==> config.mk <==
export PLATFORM = sky130hd
export DESIGN_NAME = regfile_mp
export DESIGN_NICKNAME = d
export VERILOG_FILES = /design/src/rtl/regfile_pkg.sv /design/src/rtl/regfile_wr_arb.sv /design/src/rtl/regfile_mp.sv
export SDC_FILE = /design/constraint.sdc
export NUM_CORES = 2
export LEC_CHECK = 0
export BUFFER_PORTS_ARGS = -buffer_cell sky130_fd_sc_hd__buf_4
export CORE_ASPECT_RATIO = 1.1
export CORE_UTILIZATION = 40
export CTS_CLUSTER_SIZE = 14
export DETAILED_ROUTE_END_ITERATION = 10
export PLACE_DENSITY_LB_ADDON = 0.25
export SYNTH_ARGS = -nofsm -noshare
export SYNTH_HDL_FRONTEND = slang
export SYNTH_HIERARCHICAL = 1
export SYNTH_SLANG_ARGS = --single-unit
==> constraint.sdc <==
create_clock -name clk_i -period 6.8 [get_ports clk_i]
set_input_delay 1.7 -clock clk_i [delete_from_list [all_inputs] [get_ports clk_i]]
set_output_delay 1.7 -clock clk_i [all_outputs]
set_load 0.01 [all_outputs]
==> src/rtl/regfile_pkg.sv <==
// regfile_pkg: shared defaults and types for the multi-port register file
package regfile_pkg;
    localparam int DWIDTH_DEF = 32;
    localparam int NREGS_DEF  = 32;
    localparam int AW_DEF     = $clog2(NREGS_DEF);
    localparam int SP_IDX_DEF = 2;
    localparam logic [DWIDTH_DEF-1:0] SP_INIT_DEF = 32'h4000_0002;
    typedef logic [AW_DEF-1:0]     reg_addr_t;
    typedef logic [DWIDTH_DEF-1:0] reg_data_t;
endpackage

==> src/rtl/regfile_wr_arb.sv <==
// regfile_wr_arb: resolves all write ports against one address (highest port wins)
module regfile_wr_arb
    import regfile_pkg::*;
#(
    parameter int DWIDTH = DWIDTH_DEF,
    parameter int AW     = AW_DEF,
    parameter int NWR    = 2
) (
    input  logic [AW-1:0]              addr_i,
    input  logic [NWR-1:0]             wr_en_i,
    input  logic [NWR-1:0][AW-1:0]     wr_addr_i,
    input  logic [NWR-1:0][DWIDTH-1:0] wr_data_i,
    output logic                       hit_o,
    output logic [DWIDTH-1:0]          data_o,
    output logic                       multi_o
);
    // Ascending scan so a later (higher) port overrides; address 0 never hits
    always_comb begin
        hit_o   = 1'b0;
        data_o  = '0;
        multi_o = 1'b0;
        for (int k = 0; k < NWR; k++) begin
            if (wr_en_i[k] && wr_addr_i[k] == addr_i && addr_i != '0) begin
                multi_o = multi_o | hit_o;
                hit_o   = 1'b1;
                data_o  = wr_data_i[k];
            end
        end
    end
endmodule

==> src/rtl/regfile_mp.sv <==
// regfile_mp: multi-port register file with optional write bypass and pending scoreboard
module regfile_mp
    import regfile_pkg::*;
#(
    parameter int                DWIDTH  = DWIDTH_DEF,
    parameter int                NREGS   = NREGS_DEF,
    parameter int                NRD     = 2,
    parameter int                NWR     = 2,
    parameter int                BYPASS  = 1,
    parameter int                SP_IDX  = SP_IDX_DEF,
    parameter logic [DWIDTH-1:0] SP_INIT = SP_INIT_DEF,
    localparam int               AW      = $clog2(NREGS)
) (
    input  logic                       clk_i,
    input  logic                       reset_ni,
    input  logic [NRD-1:0][AW-1:0]     rs_addr_i,
    output logic [NRD-1:0][DWIDTH-1:0] rs_data_o,
    output logic [NRD-1:0]             rs_busy_o,
    input  logic [NWR-1:0]             wr_en_i,
    input  logic [NWR-1:0][AW-1:0]     wr_addr_i,
    input  logic [NWR-1:0][DWIDTH-1:0] wr_data_i,
    input  logic                       iss_en_i,
    input  logic [AW-1:0]              iss_rd_i,
    output logic [NREGS-1:0]           busy_o,
    output logic                       wr_conflict_o
);
    logic [DWIDTH-1:0] regs_q [NREGS];
    logic [DWIDTH-1:0] regs_d [NREGS];
    logic [DWIDTH-1:0] wdata_w [NREGS];
    logic [NREGS-1:0]  hit_w;
    logic [NREGS-1:0]  multi_w;
    logic [NREGS-1:0]  busy_q;
    logic [NREGS-1:0]  busy_d;
    logic              conflict_q;
    logic              conflict_d;

    for (genvar r = 0; r < NREGS; r++) begin : g_reg
        regfile_wr_arb #(.DWIDTH(DWIDTH), .AW(AW), .NWR(NWR)) u_arb (
            .addr_i   (AW'(r)),
            .wr_en_i  (wr_en_i),
            .wr_addr_i(wr_addr_i),
            .wr_data_i(wr_data_i),
            .hit_o    (hit_w[r]),
            .data_o   (wdata_w[r]),
            .multi_o  (multi_w[r])
        );
    end

    // Next state: winning write data, scoreboard with issue-over-writeback priority
    always_comb begin
        for (int r = 0; r < NREGS; r++) begin
            regs_d[r] = hit_w[r] ? wdata_w[r] : regs_q[r];
            busy_d[r] = (r != 0) && ((iss_en_i && iss_rd_i == AW'(r)) || (busy_q[r] && !hit_w[r]));
        end
        conflict_d = |multi_w;
    end

    // State registers; the stack pointer is seeded on reset
    always_ff @(posedge clk_i or negedge reset_ni) begin
        if (!reset_ni) begin
            for (int r = 0; r < NREGS; r++) regs_q[r] <= (r == SP_IDX) ? SP_INIT : '0;
            busy_q     <= '0;
            conflict_q <= 1'b0;
        end else begin
            for (int r = 0; r < NREGS; r++) regs_q[r] <= regs_d[r];
            busy_q     <= busy_d;
            conflict_q <= conflict_d;
        end
    end

    assign busy_o        = busy_q;
    assign wr_conflict_o = conflict_q;

    for (genvar i = 0; i < NRD; i++) begin : g_rd
        logic              hit;
        logic [DWIDTH-1:0] bdata;
        if (BYPASS != 0) begin : g_byp
            logic multi_unused;
            regfile_wr_arb #(.DWIDTH(DWIDTH), .AW(AW), .NWR(NWR)) u_arb (
                .addr_i   (rs_addr_i[i]),
                .wr_en_i  (wr_en_i),
                .wr_addr_i(wr_addr_i),
                .wr_data_i(wr_data_i),
                .hit_o    (hit),
                .data_o   (bdata),
                .multi_o  (multi_unused)
            );
        end else begin : g_nobyp
            assign hit   = 1'b0;
            assign bdata = '0;
        end
        assign rs_data_o[i] = (rs_addr_i[i] == '0) ? '0 : hit ? bdata : regs_q[rs_addr_i[i]];
        assign rs_busy_o[i] = !hit && busy_q[rs_addr_i[i]];
    end
endmodule
==> results.md <==
* Total Wirelength at 485 mm
* Count of final hold-check violations at 0
* Starting DRT DRC Count at 12633
* Root Buffer: clkbuf_16
* CP max FO at 16
* Clock Latency Late Sink at 0.85 ns
* Status: finished with violations
* I/O pins at 193
* Clk pin slew, worst setup/hold paths at 0.06 ns
* Nets at 7821
* R2r setup slk at 5.36 ns
* Final period utilization at 103%
* Layout Cells excl Fill at 10792
* Worst flop-to-flop path startpoint: busy_o[10]
* Setup-failing EPs final at 4
* Clock Skews at 0 ns
* Area growth, synth to finish at 13.0%
* WL per Instance at 44.9 um
* Syn Inst Count at 7202
* Vias in the first global route at 74254
* Cell Pwr Density at 188 nW/um^2
* Hold-fix buffers, CTS at 0
* Maxcap violations at 0
* Startpoint types: input pin
* Worst setup EP type: output port
* Vias at 78333
* HP Start: regs_q[784]
* Min cycle time layout at 6.98 ns
* Sum of negative setup slack at -0.318 ns
* LEAKAGE at 45.2 nW
* Area of the die at 227000 um^2
* Post-DP HPWL at 319 mm
* Violated checks: slew limit, setup timing
* Setup CP Type: in2out
* Num rows at 182
* Layout cells sized above 1 at 46.0%
* H-Tree Depth at 4
* Arrival @ worst endpoint at 5.28 ns
* Worst Hold Path Cells at 1
* Vias per cell at 7.26
* Worst-margin pin slew at 10.15 ns
* DIE WIDTH at 455 um
* Port bufs at 191
* VDD IR max at 0.218 mV
* Placed Cells at 10536
* Mean Syn Cell Area at 12.5 um^2
* Synthesis Warnings at 6
* Slew HR at -583%
* Sink Count at 1056
* Setup WS post-layout at -0.181 ns
* Overall Power at 0.0192 W
* Initial core utilization at 40.3%
* RSZ-0062 raised after global routing: no
* CTS max path bufs at 3
* CTS Buf Count at 133
* Fin. max-slew vios at 33
* Total track usage at 41.6%
* Largest net degree at the start of global routing at 155
* Worst hold path type: reg2reg
* CTS tree: done
* Initial antenna violation count at 36
* Post-Syn Area at 90200 um^2
* Pre-Repair DR Iteration Count at 8
* CORE AREA at 224000 um^2
* Reg2reg path depth at 2
* Fmax at 0.143 GHz
* First-pass GRT wire length at 656 mm
* RD Place Congestion at 1.13
* Critical path required time at 5.10 ns
* Remaining antenna violation count at 0
* Die Span Y at 500 um
* Final design utilization at 45.6%
* Hold Path Sink: regs_q[784]
* DRC at 0
* FF-to-FF End: busy_o[10]
* Total gr overflow at 0
==> how the worst max path moves through the flow <==
stage	endpoint	slack, ns	startpoint
floorplan	rs_data_o[32]	0.85	rs_addr_i[7]
global placement	rs_data_o[35]	-0.09	rs_addr_i[8]
detailed placement	rs_data_o[34]	-0.08	rs_addr_i[8]
CTS	rs_data_o[32]	0.03	rs_addr_i[8]
global route	rs_data_o[61]	0.04	rs_addr_i[8]
finish	rs_data_o[14]	-0.18	rs_addr_i[3]
==> state kept, by name, indices dropped and copies added (netlist names) <==
signal and count:
wr_conflict_o 1, busy_o 31, regs_q 1024
==> placed cells by master (no fill, tap or decap), types with 39 or more instances in the layout <==
cell,n
mux2_2,1192
buf_4,641
nand2_1,108
o22ai_1,110
conb_1,481
mux2_4,952
a221oi_1,39
dfrtp_1,1054
nor2_1,47
xnor2_1,272
mux2i_1,348
a22oi_1,98
mux4_2,355
nor3_1,50
inv_1,39
nand3_1,45
clkbuf_16,139
nand4_1,86
xor2_1,68
or4_4,68
buf_12,45
nor4b_1,1054
==> where the power goes <==
group	switching (W)	internal, W	leakage (nW)
Combinational	0.00300	0.00163	28.4
Clock	0.00322	0.00439	2.20
Sequential	0.000408	0.00658	14.6
Total	0.00663	0.0126	45.2
==> worst max-delay path, cell delays in order <==
cell     delay, ns
buf_4         0.17
or4_4         0.54
nor2_4        0.26
buf_4         0.25
o31ai_1       0.19
a21oi_4       0.18
buf_12        0.17
buf_4         0.31
nand4_1       0.28
o31ai_1       0.83
buf_4         0.23
buf_4         0.11
==> per-stage QoR <==
step                      hold slack, ns  setup slack (ns)  instance area (um^2)
after floorplan                    0.490             0.850                 92000
after global placement             0.502           -0.0933                 97500
after global routing               0.542            0.0368                102000
after detailed placement           0.512           -0.0813                 97500
final                              0.525            -0.181                102000
after CTS                          0.525            0.0294                102000
==> layer usage <==
metal / vias up / routed length [um] / track usage [%]
met5: - / 94 / 0.107
met4: 14 / 53500 / 36.0
met3: 1810 / 57200 / 12.8
met2: 6608 / 200000 / 59.4
met1: 40826 / 173000 / 50.5
li1: 29075 / - / -
==> cell type report <==
| type | count | area, um^2 |
|---|---|---|
| multi-input combinational | 5802 | 61400 |
| fill | 20475 | 122000 |
| clock buffer | 196 | 3970 |
| sequential | 1056 | 26400 |
| antenna | 21 | 52.6 |
| inverter | 42 | 158 |
| clock inverter | 39 | 488 |
| tap | 2944 | 3680 |
| timing repair buffer | 692 | 5800 |
==> what timing repair did <==
item | in CTS | in global routing
endpoints found under the hold margin | 0 | 0
endpoints found under the setup margin | 2 | 2
buffers inserted | 0 | 0
resized for setup | 2 | 2
(Power assumes the default switching activity.)
